==> config.mk <==
export PLATFORM = sky130hd
export DESIGN_NAME = ppheavy_pulse_driver
export DESIGN_NICKNAME = d
export VERILOG_FILES = /design/src/rtl/ppheavy_pkg.sv /design/src/rtl/tick_sync.sv /design/src/rtl/ppheavy_pulse_driver.sv
export SDC_FILE = /design/constraint.sdc
export NUM_CORES = 1
export LEC_CHECK = 0
export BUFFER_PORTS_ARGS = -buffer_cell sky130_fd_sc_hd__buf_2
export CAP_MARGIN = 20
export CORE_UTILIZATION = 50
export CTS_CLUSTER_DIAMETER = 100
export DETAILED_ROUTE_END_ITERATION = 10
export GPL_ROUTABILITY_DRIVEN = 0
export MAX_ROUTING_LAYER = met4
export PLACE_DENSITY_LB_ADDON = 0.08
export SLEW_MARGIN = 20
export SYNTH_ARGS = -nofsm -noshare
export SYNTH_HDL_FRONTEND = slang
export SYNTH_HIERARCHICAL = 1
export SYNTH_SLANG_ARGS = --single-unit
==> constraint.sdc <==
create_clock -name clk_sys -period 3.9 [get_ports clk_sys]
set_input_delay 0.39 -clock clk_sys [delete_from_list [all_inputs] [get_ports clk_sys]]
set_output_delay 0.39 -clock clk_sys [all_outputs]
set_load 0.02 [all_outputs]
==> src/rtl/ppheavy_pkg.sv <==
// Shared types and default constants for the ppheavy pulse driver.
package ppheavy_pkg;

  localparam int unsigned CntWDefault       = 16;
  localparam int unsigned DeadTicksDefault  = 2;
  localparam int unsigned SyncStagesDefault = 2;

  typedef enum logic [2:0] {
    StIdle,
    StDeadPre,
    StOn,
    StDeadMid,
    StDis,
    StDone
  } state_e;

endpackage

==> src/rtl/tick_sync.sv <==
// Synchronises the 10 kHz square wave into clk_sys and emits a one-cycle tick
// on each rising edge.
module tick_sync
  import ppheavy_pkg::*;
#(
  parameter int unsigned SYNC_STAGES = SyncStagesDefault
) (
  input  logic clk_sys,
  input  logic rst,
  input  logic clk_10k,
  output logic tick
);

  logic [SYNC_STAGES-1:0] sync_q;
  logic                   prev_q;
  logic                   tick_q;

  always_ff @(posedge clk_sys) begin
    if (rst) begin
      sync_q <= '0;
      prev_q <= 1'b0;
      tick_q <= 1'b0;
    end else begin
      sync_q[0] <= clk_10k;
      for (int i = 1; i < int'(SYNC_STAGES); i++) begin
        sync_q[i] <= sync_q[i-1];
      end
      prev_q <= sync_q[SYNC_STAGES-1];
      tick_q <= sync_q[SYNC_STAGES-1] & ~prev_q;
    end
  end

  assign tick = tick_q;

endmodule

==> src/rtl/ppheavy_pulse_driver.sv <==
// Drives the ppheavy power-switch gate for a programmed tick count, then
// dead-time, then the discharge gate, and reports completion with done.
module ppheavy_pulse_driver
  import ppheavy_pkg::*;
#(
  parameter int unsigned CNT_W       = CntWDefault,
  parameter int unsigned DEAD_TICKS  = DeadTicksDefault,
  parameter int unsigned SYNC_STAGES = SyncStagesDefault
) (
  input  logic             clk_sys,
  input  logic             rst,
  input  logic             clk_10k,
  input  logic             start,
  input  logic             ppheavy_en,
  input  logic             abort,
  input  logic [CNT_W-1:0] on_ticks,
  input  logic [CNT_W-1:0] dis_ticks,
  output logic             ppheavy_gate,
  output logic             dis_gate,
  output logic             busy,
  output logic             done,
  output logic             err_overlap
);

  localparam logic [CNT_W-1:0] DeadCnt = CNT_W'(DEAD_TICKS);

  state_e           state_q, state_d;
  logic [CNT_W-1:0] cnt_q, cnt_d, cnt_inc;
  logic [CNT_W-1:0] on_q, on_d;
  logic [CNT_W-1:0] dis_q, dis_d;
  logic             zero_q, zero_d;
  logic             gate_q, dis_gate_q, done_q, err_q;
  logic             tick;

  tick_sync #(
    .SYNC_STAGES(SYNC_STAGES)
  ) u_tick_sync (
    .clk_sys(clk_sys),
    .rst    (rst),
    .clk_10k(clk_10k),
    .tick   (tick)
  );

  always_comb begin
    state_d = state_q;
    on_d    = on_q;
    dis_d   = dis_q;
    zero_d  = 1'b0;
    cnt_inc = (cnt_q == '1) ? cnt_q : cnt_q + CNT_W'(1);

    unique case (state_q)
      StIdle: begin
        if (start && ppheavy_en) begin
          if (on_ticks != '0) begin
            state_d = StDeadPre;
            on_d    = on_ticks;
            dis_d   = dis_ticks;
          end else begin
            state_d = StDone;
            zero_d  = 1'b1;
          end
        end
      end
      StDeadPre: if (tick) state_d = StOn;
      StOn: begin
        if (abort || (tick && cnt_inc == on_q)) state_d = StDeadMid;
      end
      StDeadMid: begin
        if (tick && cnt_inc == DeadCnt) state_d = (dis_q == '0) ? StDone : StDis;
      end
      StDis: if (tick && cnt_inc == dis_q) state_d = StDone;
      StDone: state_d = StIdle;
      default: state_d = StIdle;
    endcase

    // One shared counter, restarted on every state entry.
    if (state_d != state_q) begin
      cnt_d = '0;
    end else if (tick) begin
      cnt_d = cnt_inc;
    end else begin
      cnt_d = cnt_q;
    end
  end

  always_ff @(posedge clk_sys) begin
    if (rst) begin
      state_q    <= StIdle;
      cnt_q      <= '0;
      on_q       <= '0;
      dis_q      <= '0;
      zero_q     <= 1'b0;
      gate_q     <= 1'b0;
      dis_gate_q <= 1'b0;
      done_q     <= 1'b0;
      err_q      <= 1'b0;
    end else begin
      state_q    <= state_d;
      cnt_q      <= cnt_d;
      on_q       <= on_d;
      dis_q      <= dis_d;
      zero_q     <= zero_d;
      gate_q     <= (state_d == StOn);
      dis_gate_q <= (state_d == StDis);
      // Tick-ended runs report on entry to DONE; a zero-length run reports a
      // cycle later, as it leaves DONE.
      done_q     <= ((state_d == StDone) && (state_q != StIdle)) ||
                    ((state_q == StDone) && zero_q);
      err_q      <= start && (state_q != StIdle);
    end
  end

  assign ppheavy_gate = gate_q;
  assign dis_gate     = dis_gate_q;
  assign busy         = (state_q != StIdle);
  assign done         = done_q;
  assign err_overlap  = err_q;

endmodule

==> flow_summary.toml <==
[critical_path]
cp.buffers_inverters = 0
critPathKind = "flip-flop to flip-flop"
crit_path_max_incr_delay_ns = 0.60
crit_family = "simple AND/OR/NAND/NOR gates"
start_kind = "flip-flop"
end_kind = "flip-flop"
critical_path.cell_chain = "ha_1 -> nand3_4 -> nor4_4 -> a21oi_2 -> a2111oi_2 -> o2111ai_1 -> or4_4 -> o21ai_4 -> nor4_1"
crit_required_ns = 4.10
cp_data_arrival_time_ns = 3.81
crit_path_start = "cnt_q[1]$_SDFFE_PP0P_"
cpMaxStageDelayCell = "or4_4"
r2r-start = "cnt_q[1]$_SDFFE_PP0P_"
worstPathMaxFanout = 13

[layout]
seq_area_um2 = 1201
antennaDiodeCount = 0
fillCellCount = 739
synthToLayoutAreaGrowth_pct = 12.15
final_common_cell = "nand2_1"
fin_cells = 644
fin_nets = 576
drive_gt1_frac = 0.1808
final_cell_mix = "nand2_1 (89), dfxtp_1 (60), a21oi_1 (44)"
multiInputGateArea_um2 = 2531

[clock_tree]
cts_sinks = 60
post_cts_buffers = 0
cts_buffers = 9
clk_latency_ns = 0.35
cts_max_path_buffers = 2
hold_buffers = 0
cts_tree = "done"
root_buffer = "clkbuf_8"
h-tree-depth = 3
clk_pin_slew_worst_paths_ns = 0.09
cts_repair_resize_count = 0

[synthesis]
netlist_top_cells_area = "dfxtp_1 (30%), nand2_1 (8.5%), a21oi_1 (5.6%), xnor2_1 (4.0%), xor2_1 (3.1%)"
syn_avg_cell_area_um2 = 7.720
ys_ff_latch = 60
synth_seq_area_share = 0.3045
ys.flop_type = "dfxtp_1"
async_reset_ff_frac = 0
ys_types = 73
yosysTopAreaCell = "dfxtp_1"
synthCells = 511
synth_top_area_frac = 0.3045
synthesis.area_um2 = 3945
yosysWarningCount = 6
synth_nets = 550
synth-edff-count = 0

[power]
seq_power_share = 0.456
switchingPower_uw = 394.5
swShare = 0.2725
p_clk_frac = 0.448
power.internal_uw = 1053
power_frac_comb = 0.096
powerDensity_nw_per_um2 = 327.3
ir_worst_vdd_uv = 264.9
p_leak_uw = 0.001618
p_total_uw = 1448

[route]
drc = 0
num_vias = 4029
vias_per_cell = 6.256
wl_per_cell_um = 18.04
drt-initial-drc-count = 467
ant_nets = 0
wl_mm = 11.62
dr.pass1.iters = 6

[sta]
fin_crit_sh = 0.9252
finalSetupTns_ns = 0
fmax_mhz = 277.1
rsz0062_at_grt = "no"
slew_violations = 0
hold_slack_ns = 0.2570
final_hold_viol_count = 0
max-slew-margin-rel = 0.4491
worst_slack_ns = 0.2918
skew_ns = 0.02275
fin_crit_ns = 3.608
setup_viol = 0
tightest_slew_ns = 0.8263

[global_route]
grt_max_degree = 48
grt_use_met3 = 0.07239
grt_usage = 0.2936
grt_pass1_vias = 3651
antenna_found_initial = 0
gr-usage-met1 = 0.3805
overflow = 0
grt_pass1_wl_mm = 18.49
grtUsageMet2 = 0.4306
grt-busiest-layer = "met2"

[die]
fp.dieW_um = 90.83
die-area_um2 = 8249
die_h_um = 90.83
core_area_um2 = 7687
io_pins = 43
num_rows = 32
initial_core_util = 0.5132

[worst_hold_path]
min_path_type = "input pin to flip-flop"
min-delay-start = "clk_10k"

[run]
drv_cap = 0

[placed_design]
numPlacedInstances = 628
pre_cts_slack_ns = 0.3376
hpwl_mm = 8.656
io_buffers = 42

[status]
run_status = "completed"
==> sequential cells by signal, summed over array words and instances, names as in the netlist <==
signal / cells
cnt_q: 16
dis_gate: 1
dis_q: 16
done: 1
err_overlap: 1
on_q: 16
ppheavy_gate: 1
state_q: 3
u_tick_sync/prev_q: 1
u_tick_sync/sync_q: 2
u_tick_sync/tick: 1
zero_q: 1
==> area by class of cell <==
class | count | share of cell area
tap | 102 | 0.02885
clock buffer | 9 | 0.02800
clock inverter | 7 | 0.02234
timing repair buffer | 56 | 0.07127
multi-input combinational | 403 | 0.5721
inverter | 7 | 0.005939
sequential | 60 | 0.2715
==> final timing paths <==
kind | to | slack, ns | cells past startpoint
worst max-delay path | cnt_q[6]$_SDFFE_PP0P_ | 0.29 | 9
worst max register to register | cnt_q[6]$_SDFFE_PP0P_ | 0.29 | 9
worst min register to register | u_tick_sync/tick$_SDFF_PP0_ | 0.41 | 1
worst min-delay path | u_tick_sync/sync_q[0]$_SDFF_PP0_ | 0.26 | 2
==> power by group through the flow <==
stage | Combinational (uW) | Sequential (uW) | Clock [uW]
6_report | 139 | 660 | 649
3_3_place_gp | 136 | 672 | 0
3_5_place_dp | 139 | 673 | 0
5_1_grt | 157 | 662 | 686
4_1_cts | 139 | 658 | 654
2_1_floorplan | 95.1 | 661 | 0
==> stage by stage <==
| stage | utilization | cell area (um^2) |
|---|---|---|
| final | 0.5755 | 4424 |
| after global routing | 0.5755 | 4424 |
| after CTS | 0.5749 | 4419 |
| after detailed placement | 0.5459 | 4197 |
| after global placement | 0.5459 | 4197 |
| after floorplan | - | 3945 |
==> logic make-up (layout without fill, tap and decap cells) <==
logic type | count (synthesis) | in the layout | share of synthesized area
simple gates | 246 | 246 | 0.3378
fa+ha+maj | 1 | 1 | 0.003171
xor+xnor | 33 | 33 | 0.07675
mux | 8 | 8 | 0.02093
buf+inv | 48 | 79 | 0.05582
flops | 60 | 60 | 0.3045
compound gates | 115 | 115 | 0.2011
==> cell usage after synthesis, types with 5 or more instances <==
master      n
clkbuf_1   22
o2111ai_1   8
inv_1       7
and2_1      6
and4_1      5
nor4_1     19
nor2b_1     5
mux2i_1     6
buf_4       5
nand3_1    23
nand2_1    89
and3_1     10
nand4_1    10
dfxtp_1    60
nor3b_1     6
nand2b_1    7
xnor2_1    18
xor2_1     14
buf_2      10
nor2_1     25
o211ai_1    5
o21ai_0    11
a21oi_1    44
nor3_1     16
==> per-layer routing <==
metal | routed length [um] | up-vias | share of wire
met1 | 5106 | 1845 | 0.44
met5 | 0 | - | 0
met2 | 4940 | 219 | 0.43
met3 | 1036 | 51 | 0.089
li1 | - | 1914 | -
met4 | 535 | 0 | 0.046
No activity file was read; power rests on OpenSTA's default activity.
